[src/rtl/shift_reg_sipo_rx.sv]
// shift_reg_sipo_rx
//   Receive-side deserializer. Collects a valid/ready serial bit stream into
//   WIDTH-bit parallel words presented on a valid/ready output. The output
//   word sits in its own slot, so the next word can shift in while the
//   current one waits for downstream.
//
// Parameters
//   WIDTH      bits per parallel word (>= 2)
//   MSB_FIRST  1: first received bit lands in m_data[WIDTH-1]
//              0: first received bit lands in m_data[0]
//
// Ports
//   clk      in   rising-edge clock
//   reset    in   synchronous, active-high reset
//   s_valid  in   serial bit valid
//   s_bit    in   serial data bit
//   s_ready  out  serial bit accepted when s_valid && s_ready
//   m_valid  out  parallel word valid
//   m_data   out  parallel word
//   m_ready  in   word consumed when m_valid && m_ready
//   busy     out  partial word in progress (bit count != 0)

module shift_reg_sipo_rx #(
    parameter int WIDTH     = 4,
    parameter bit MSB_FIRST = 1'b1
) (
    input  logic             clk,
    input  logic             reset,
    input  logic             s_valid,
    input  logic             s_bit,
    output logic             s_ready,
    output logic             m_valid,
    output logic [WIDTH-1:0] m_data,
    input  logic             m_ready,
    output logic             busy
);

    localparam int             CW   = $clog2(WIDTH);
    localparam logic [CW-1:0]  LAST = CW'(WIDTH - 1);

    // Only WIDTH-1 received bits ever need storing: the completing bit goes
    // straight from s_bit into the assembled word.
    logic [WIDTH-2:0] part;
    logic [WIDTH-1:0] word;   // part with the current s_bit shifted in
    logic [CW-1:0]    cnt;
    logic             last_bit;
    logic             accept;

    assign last_bit = (cnt == LAST);

    // A completing bit needs somewhere to go: the slot must be empty or be
    // drained on this same edge. Earlier bits never wait.
    assign s_ready = !reset && (!last_bit || !m_valid || m_ready);
    assign accept  = s_valid && s_ready;
    assign busy    = (cnt != '0);

    generate
        if (MSB_FIRST) begin : g_msb
            assign word = {part, s_bit};
        end else begin : g_lsb
            assign word = {s_bit, part};
        end
    endgenerate

    always_ff @(posedge clk) begin
        if (reset) begin
            cnt     <= '0;
            part    <= '0;
            m_valid <= 1'b0;
            m_data  <= '0;
        end else begin
            if (accept) begin
                part <= MSB_FIRST ? word[WIDTH-2:0] : word[WIDTH-1:1];
                cnt  <= last_bit ? '0 : cnt + CW'(1);
            end
            // A new word landing on the same edge as a drain replaces the old
            // one and keeps m_valid high, giving bubble-free back-to-back words.
            if (accept && last_bit) begin
                m_data  <= word;
                m_valid <= 1'b1;
            end else if (m_valid && m_ready) begin
                m_valid <= 1'b0;
            end
        end
    end

endmodule

[config.mk]
export PLATFORM = sky130hd
export DESIGN_NAME = shift_reg_sipo_rx
export DESIGN_NICKNAME = d
export VERILOG_FILES = /design/src/rtl/shift_reg_sipo_rx.sv
export SDC_FILE = /design/constraint.sdc
export NUM_CORES = 1
export LEC_CHECK = 0
export CAP_MARGIN = 25
export CORE_AREA = 2 2 39 41
export DETAILED_ROUTE_END_ITERATION = 16
export DIE_AREA = 0 0 41 43
export PLACE_DENSITY = 0.65
export SYNTH_ARGS = -nofsm -noshare
export SYNTH_HDL_FRONTEND = slang
export SYNTH_SLANG_ARGS = --single-unit
[constraint.sdc]
create_clock -name clk -period 1.7 [get_ports clk]
set_clock_uncertainty 0.05 [all_clocks]
set_input_delay 0.17 -clock clk [delete_from_list [all_inputs] [get_ports clk]]
set_output_delay 0.17 -clock clk [all_outputs]
set_load 0.005 [all_outputs]
# == Word level (Yosys, flattened, before mapping) ==
# Cells that the tools add are included.
# W data, S select, Z words.
# op_classes
add_sub_neg,1
n_eq_ne,1
n_mux,3
reduce_logical,11
# ops
operator,n
$logic_and A1 B1 Y1,4
$reduce_bool A2 Y1,2
$logic_not A1 Y1,3
$add A2 B1 Y2 const B,1
$eq A2 B2 Y1 const B,1
$logic_or A1 B1 Y1,2
$mux W1,2
$mux W2,1
# word_totals
reg_bits,10
input_bits,5
out_inout_bits,7
wordCells,20

# == Logic depth before layout (Yosys ltp) ==
# logic_depth
depth_word,8
mapped_depth,3
ltp_nobuf,3

# == Least setup slack after synthesis ==
# OpenSTA, ideal clock, no wires.
# synth_timing
path_kind,flip-flop to flip-flop
from,register cnt[0]
to,register cnt[0]
setup_time_ps,121
t_arrival_ps,1195
required_ps,1529
setup_slack_ps,334
stages_incl_launch_ff,4
n_path_buf,0
synth_period_minus_slack_ps,1366
cell_sequence,dfxtp_1 > ha_1 > a211o_4 > mux2_4
# synth_via
elab_chain_cells,6
word_cells_on_any_way,8
classes_between,1 x add/sub; 1 x eq/ne; 1 x mux; 5 x reduce/logical
# synth_rtl
item,line_no,text
start: declaration,45,logic [CW-1:0] cnt;
start signal: assignment,74,cnt <= last_bit ? '0 : cnt + CW'(1);
$eq A2 B2 Y1,49,assign last_bit = (cnt == LAST);
$logic_not A1 Y1,53,assign s_ready = !reset && (!last_bit || !m_valid || m_ready);
$logic_or A1 B1 Y1 (2 in a row),53,
$logic_and A1 B1 Y1,53,
$logic_and A1 B1 Y1,54,assign accept = s_valid && s_ready;
# Parallel ways exist; a longest one is shown, timed or not.
# A chain may end at the register's enable or synchronous reset.

# == Worst setup path in the final report ==
# layout_timing
from,register cnt[0]
to,output port busy
# layout_via
elab_chain_cells,1
# layout_rtl
item,line_no,text
$reduce_bool A2 Y1,55,assign busy = (cnt != '0);
end: declaration,35,output logic busy
# No other way between the ends.

==> reports/metrics.csv <==
stage;metric;value;unit
clock_network;Num CTS Buffers;3;
global_routing;met1 GRT Util;14.8;%
finish;layout cell share with drive strength beyond 1;33.9;%
finish;# diodes;0;
power;VDD IR max;0.000405;V
timing;Fmax;0.627;GHz
logic_synthesis;largest family of logic cells by synthesized area;multiplexers;
finish;Layout area overhead;40.3;%
run_status;status;complete, no violations;
place;routability congestion estimate from global placement;0.635;
logic_synthesis;Synth Area in Adders;5.26;%
detailed_routing;Vias;336;
finish;post-route cell area;667;sq um
detailed_routing;Initial DRT Pass Iterations;2;
logic_synthesis;Post-synth EDFFs;0;
floorplan;num ports;12;
floorplan;# rows;14;
logic_synthesis;Post-Synth XOR/XNOR Area;0;%
finish;# fillers;138;
worst_setup_path;Crit Path Max Fanout;3;
min_path;Hold Crit Class;reg -> reg;
logic_synthesis;synthesized area;475;sq um
logic_synthesis;Mean Syn Cell Area;11.3;sq um
finish;final core utilization;48.2;%
run;# Max-Cap Violations;0;
logic_synthesis;share of flip-flops with an asynchronous set or reset;0;%
logic_synthesis;Mapped Nets;49;
global_routing;grt total ovfl;0;
floorplan;Die X;41;um
clock_network;Clk Latency, worst-skew pair;0.26;ns
logic_synthesis;Yosys Warn Count;0;
worst_setup_path;Critical Path Source;cnt[0]$_SDFFE_PP0P_;
place;Buffers on Ports;11;
logic_synthesis;post-synthesis simple-gate area fraction;17.6;%
worst_setup_path;CP peak stage delay;0.48;ns
timing;final critical-path share of the clock period;93.9;%
detailed_routing;DRC;0;
clock_network;Post-CTS Hold Fix Bufs;0;
worst_setup_path;Startpoint Class;flip-flop;
global_routing;met3 Resource Use GR;4.71;%
timing;Least-Margin Pin Slew;0.199;ns
power;static leakage;0.297;nW
global_routing;Top Usage Layer GRT;met2;
worst_setup_path;Worst path most repeated cell;inv_1;
detailed_routing;Routed wire per std cell;10.8;um
global_routing;grt met2 use;15.9;%
floorplan;Starting Density;34.4;%
detailed_routing;drt total wl;810;um
worst_setup_path;FF-to-FF Start;cnt[0]$_SDFFE_PP0P_;
logic_synthesis;cells after synthesis;42;
logic_synthesis;Post-synth top cells;10 x dfxtp_1, 7 x nor2b_1, 5 x mux2_4;
logic_synthesis;compound-cell area share of the yosys netlist;5.79;%
worst_setup_path;Worst R2R Path Depth;3;
detailed_routing;Detail Route Antenna Nets;0;
worst_setup_path;Setup Crit Path Kind;reg -> out;
clock_network;TritonCTS clock tree;built;
worst_setup_path;Critical-path top delay cell;clkdlybuf4s50_1;
timing;slew margin rel.;86.7;%
clock_network;clk sinks;10;
worst_setup_path;flop-to-flop setup slack;0.32;ns
power;PwrDens;827;nW/um^2
global_routing;initial antenna violation count;0;
timing;fin crit period;1.60;ns
clock_network;# Post-CTS Setup Buffers;0;
logic_synthesis;top cells by area, synth;dfxtp_1 42%, mux2_4 16%, mux2_2 9.5%, nor2b_1 9.2%, ha_1 5.3%;
global_routing;first-pass GRT wire length;1.35;mm
finish;register area;201;sq um
logic_synthesis;count leader, synth;dfxtp_1;
global_routing;pin count of the biggest net entering global routing;7;
timing;Fin. Hold Viols;0;
timing;final worst slack;0.104;ns
timing;setup TNS;0;ns
clock_network;clock root cell;clkbuf_4;
worst_setup_path;Setup crit end;busy;
timing;# setup viols final;0;
floorplan;core area;1380;sq um
global_routing;number of global-route vias before repair;329;
worst_setup_path;CP Capture Type;primary output;
floorplan;die extent in y;43;um
worst_setup_path;Crit path required time;1.48;ns
logic_synthesis;Synth Register Bits;10;
floorplan;die footprint;1760;sq um
detailed_routing;via density per instance;4.48;
finish;nets@finish;67;
clock_network;Max Buffers Root-to-Sink;2;
worst_setup_path;crit path DAT;1.38;ns
finish;multi-input logic area;259;sq um
place;dpl cell area;624;sq um
worst_setup_path;Worst R2R End;cnt[1]$_SDFFE_PP0P_;
timing;Final Max Tran Viols;0;
logic_synthesis;Main synth FF type;dfxtp_1;
timing;unrepaired setup endpoints after global routing;no;
logic_synthesis;post-synthesis sequential area ratio;42.1;%
clock_network;CTS H-tree lvls;1;
detailed_routing;Initial DRC Count;3;
logic_synthesis;post-synthesis mux area share;25.3;%
logic_synthesis;Synth top area share;42.1;%
worst_setup_path;critical-path cell list;inv_1 > ha_1 > inv_1 > clkdlybuf4s50_1;
logic_synthesis;largest area contributor in the netlist;dfxtp_1;
global_routing;GR Util All Layers;11.5;%
clock_network;Clk pin slew, worst setup/hold paths;0.07;ns
logic_synthesis;count of different cell masters after synthesis;13;
place;worst slack at placement;0.0841;ns
-- registers in the layout, summed over array words and instances (netlist names) --
| signal | flops |
|---|---|
| m_data | 4 |
| part | 3 |
| cnt | 2 |
| m_valid | 1 |
-- cells in the final DEF, fill, tap and decap left out, types with 2 or more instances in the layout --
| cell type | instances |
|---|---|
| clkdlybuf4s50_1 | 10 |
| dfxtp_1 | 9 |
| nor2b_1 | 7 |
| mux2_4 | 5 |
| inv_1 | 4 |
| mux2_2 | 4 |
| nor2_1 | 3 |
| clkbuf_4 | 3 |
| buf_4 | 3 |
| a21oi_1 | 2 |
-- per-layer routing --
layer  wire (um)  up-vias  part of all wire (%)
met4           0        0                     0
met1         384      155                    47
met3          50        0                   6.2
li1            -      172                     -
met2         375        9                    46
met5           0        -                     0
-- kinds of logic (layout without fill, tap and decap cells) --
logic type	Yosys count	after routing
DFF	10	10
buffers and inverters	5	22
adders and majority gates	2	2
muxes	9	9
and+or+nand+nor	13	13
AOI/OAI and AO/OA	3	3
-- repair_timing --
item                                    4_1_cts  5_1_grt
resized for setup                             1        2
cloned                                        0        0
endpoints found under the hold margin         0        0
endpoints found under the setup margin        1        2
-- worst max-delay path: cells and delay by family, from the launching register on --
kind                       cells  cell delay (ns)
adders and majority gates      1             0.18
buffers and inverters          3             0.59
DFF                            1             0.35
-- worst min path at each step --
| stage | startpoint | endpoint | slack (ns) | cells past startpoint |
|---|---|---|---|---|
| final | part[2]$_SDFFE_PP0P_ | m_data[3]$_SDFFE_PP0P_ | 0.44 | 1 |
| after detailed placement | part[2]$_SDFFE_PP0P_ | m_data[3]$_SDFFE_PP0P_ | 0.42 | 1 |
| after global placement | part[2]$_SDFFE_PP0P_ | m_data[3]$_SDFFE_PP0P_ | 0.41 | 1 |
| after floorplan | s_bit | part[0]$_SDFFE_PP0P_ | 0.26 | 1 |
| after CTS | part[2]$_SDFFE_PP0P_ | m_data[3]$_SDFFE_PP0P_ | 0.44 | 1 |
| after global routing | part[2]$_SDFFE_PP0P_ | m_data[3]$_SDFFE_PP0P_ | 0.45 | 1 |
-- per-stage QoR --
step                      cells  total power, W  hold WS (ns)
final                        75        0.000552         0.437
after global routing         75        0.000584         0.451
after CTS                    75        0.000561         0.438
after detailed placement     71        0.000345         0.421
after global placement       71        0.000343         0.413
after floorplan              42        0.000306         0.263
-- area by class of cell --
type / count / share of cell area (%)
Clock buffer: 4 / 5.44
Inverter: 4 / 2.25
Multi-Input combinational cell: 27 / 38.8
Sequential cell: 10 / 30.2
Tap cell: 16 / 3.00
Timing Repair Buffer: 14 / 20.3
-- power by group --
group | total, W | switching, W | internal [W] | leakage, nW
sequential | 0.000255 | 0.00000806 | 0.000247 | 0.0816
combinational | 0.0000846 | 0.0000306 | 0.0000540 | 0.195
clock | 0.000212 | 0.0000819 | 0.000130 | 0.0210
total | 0.000552 | 0.000121 | 0.000431 | 0.297
No activity file was read; power rests on OpenSTA's default activity.
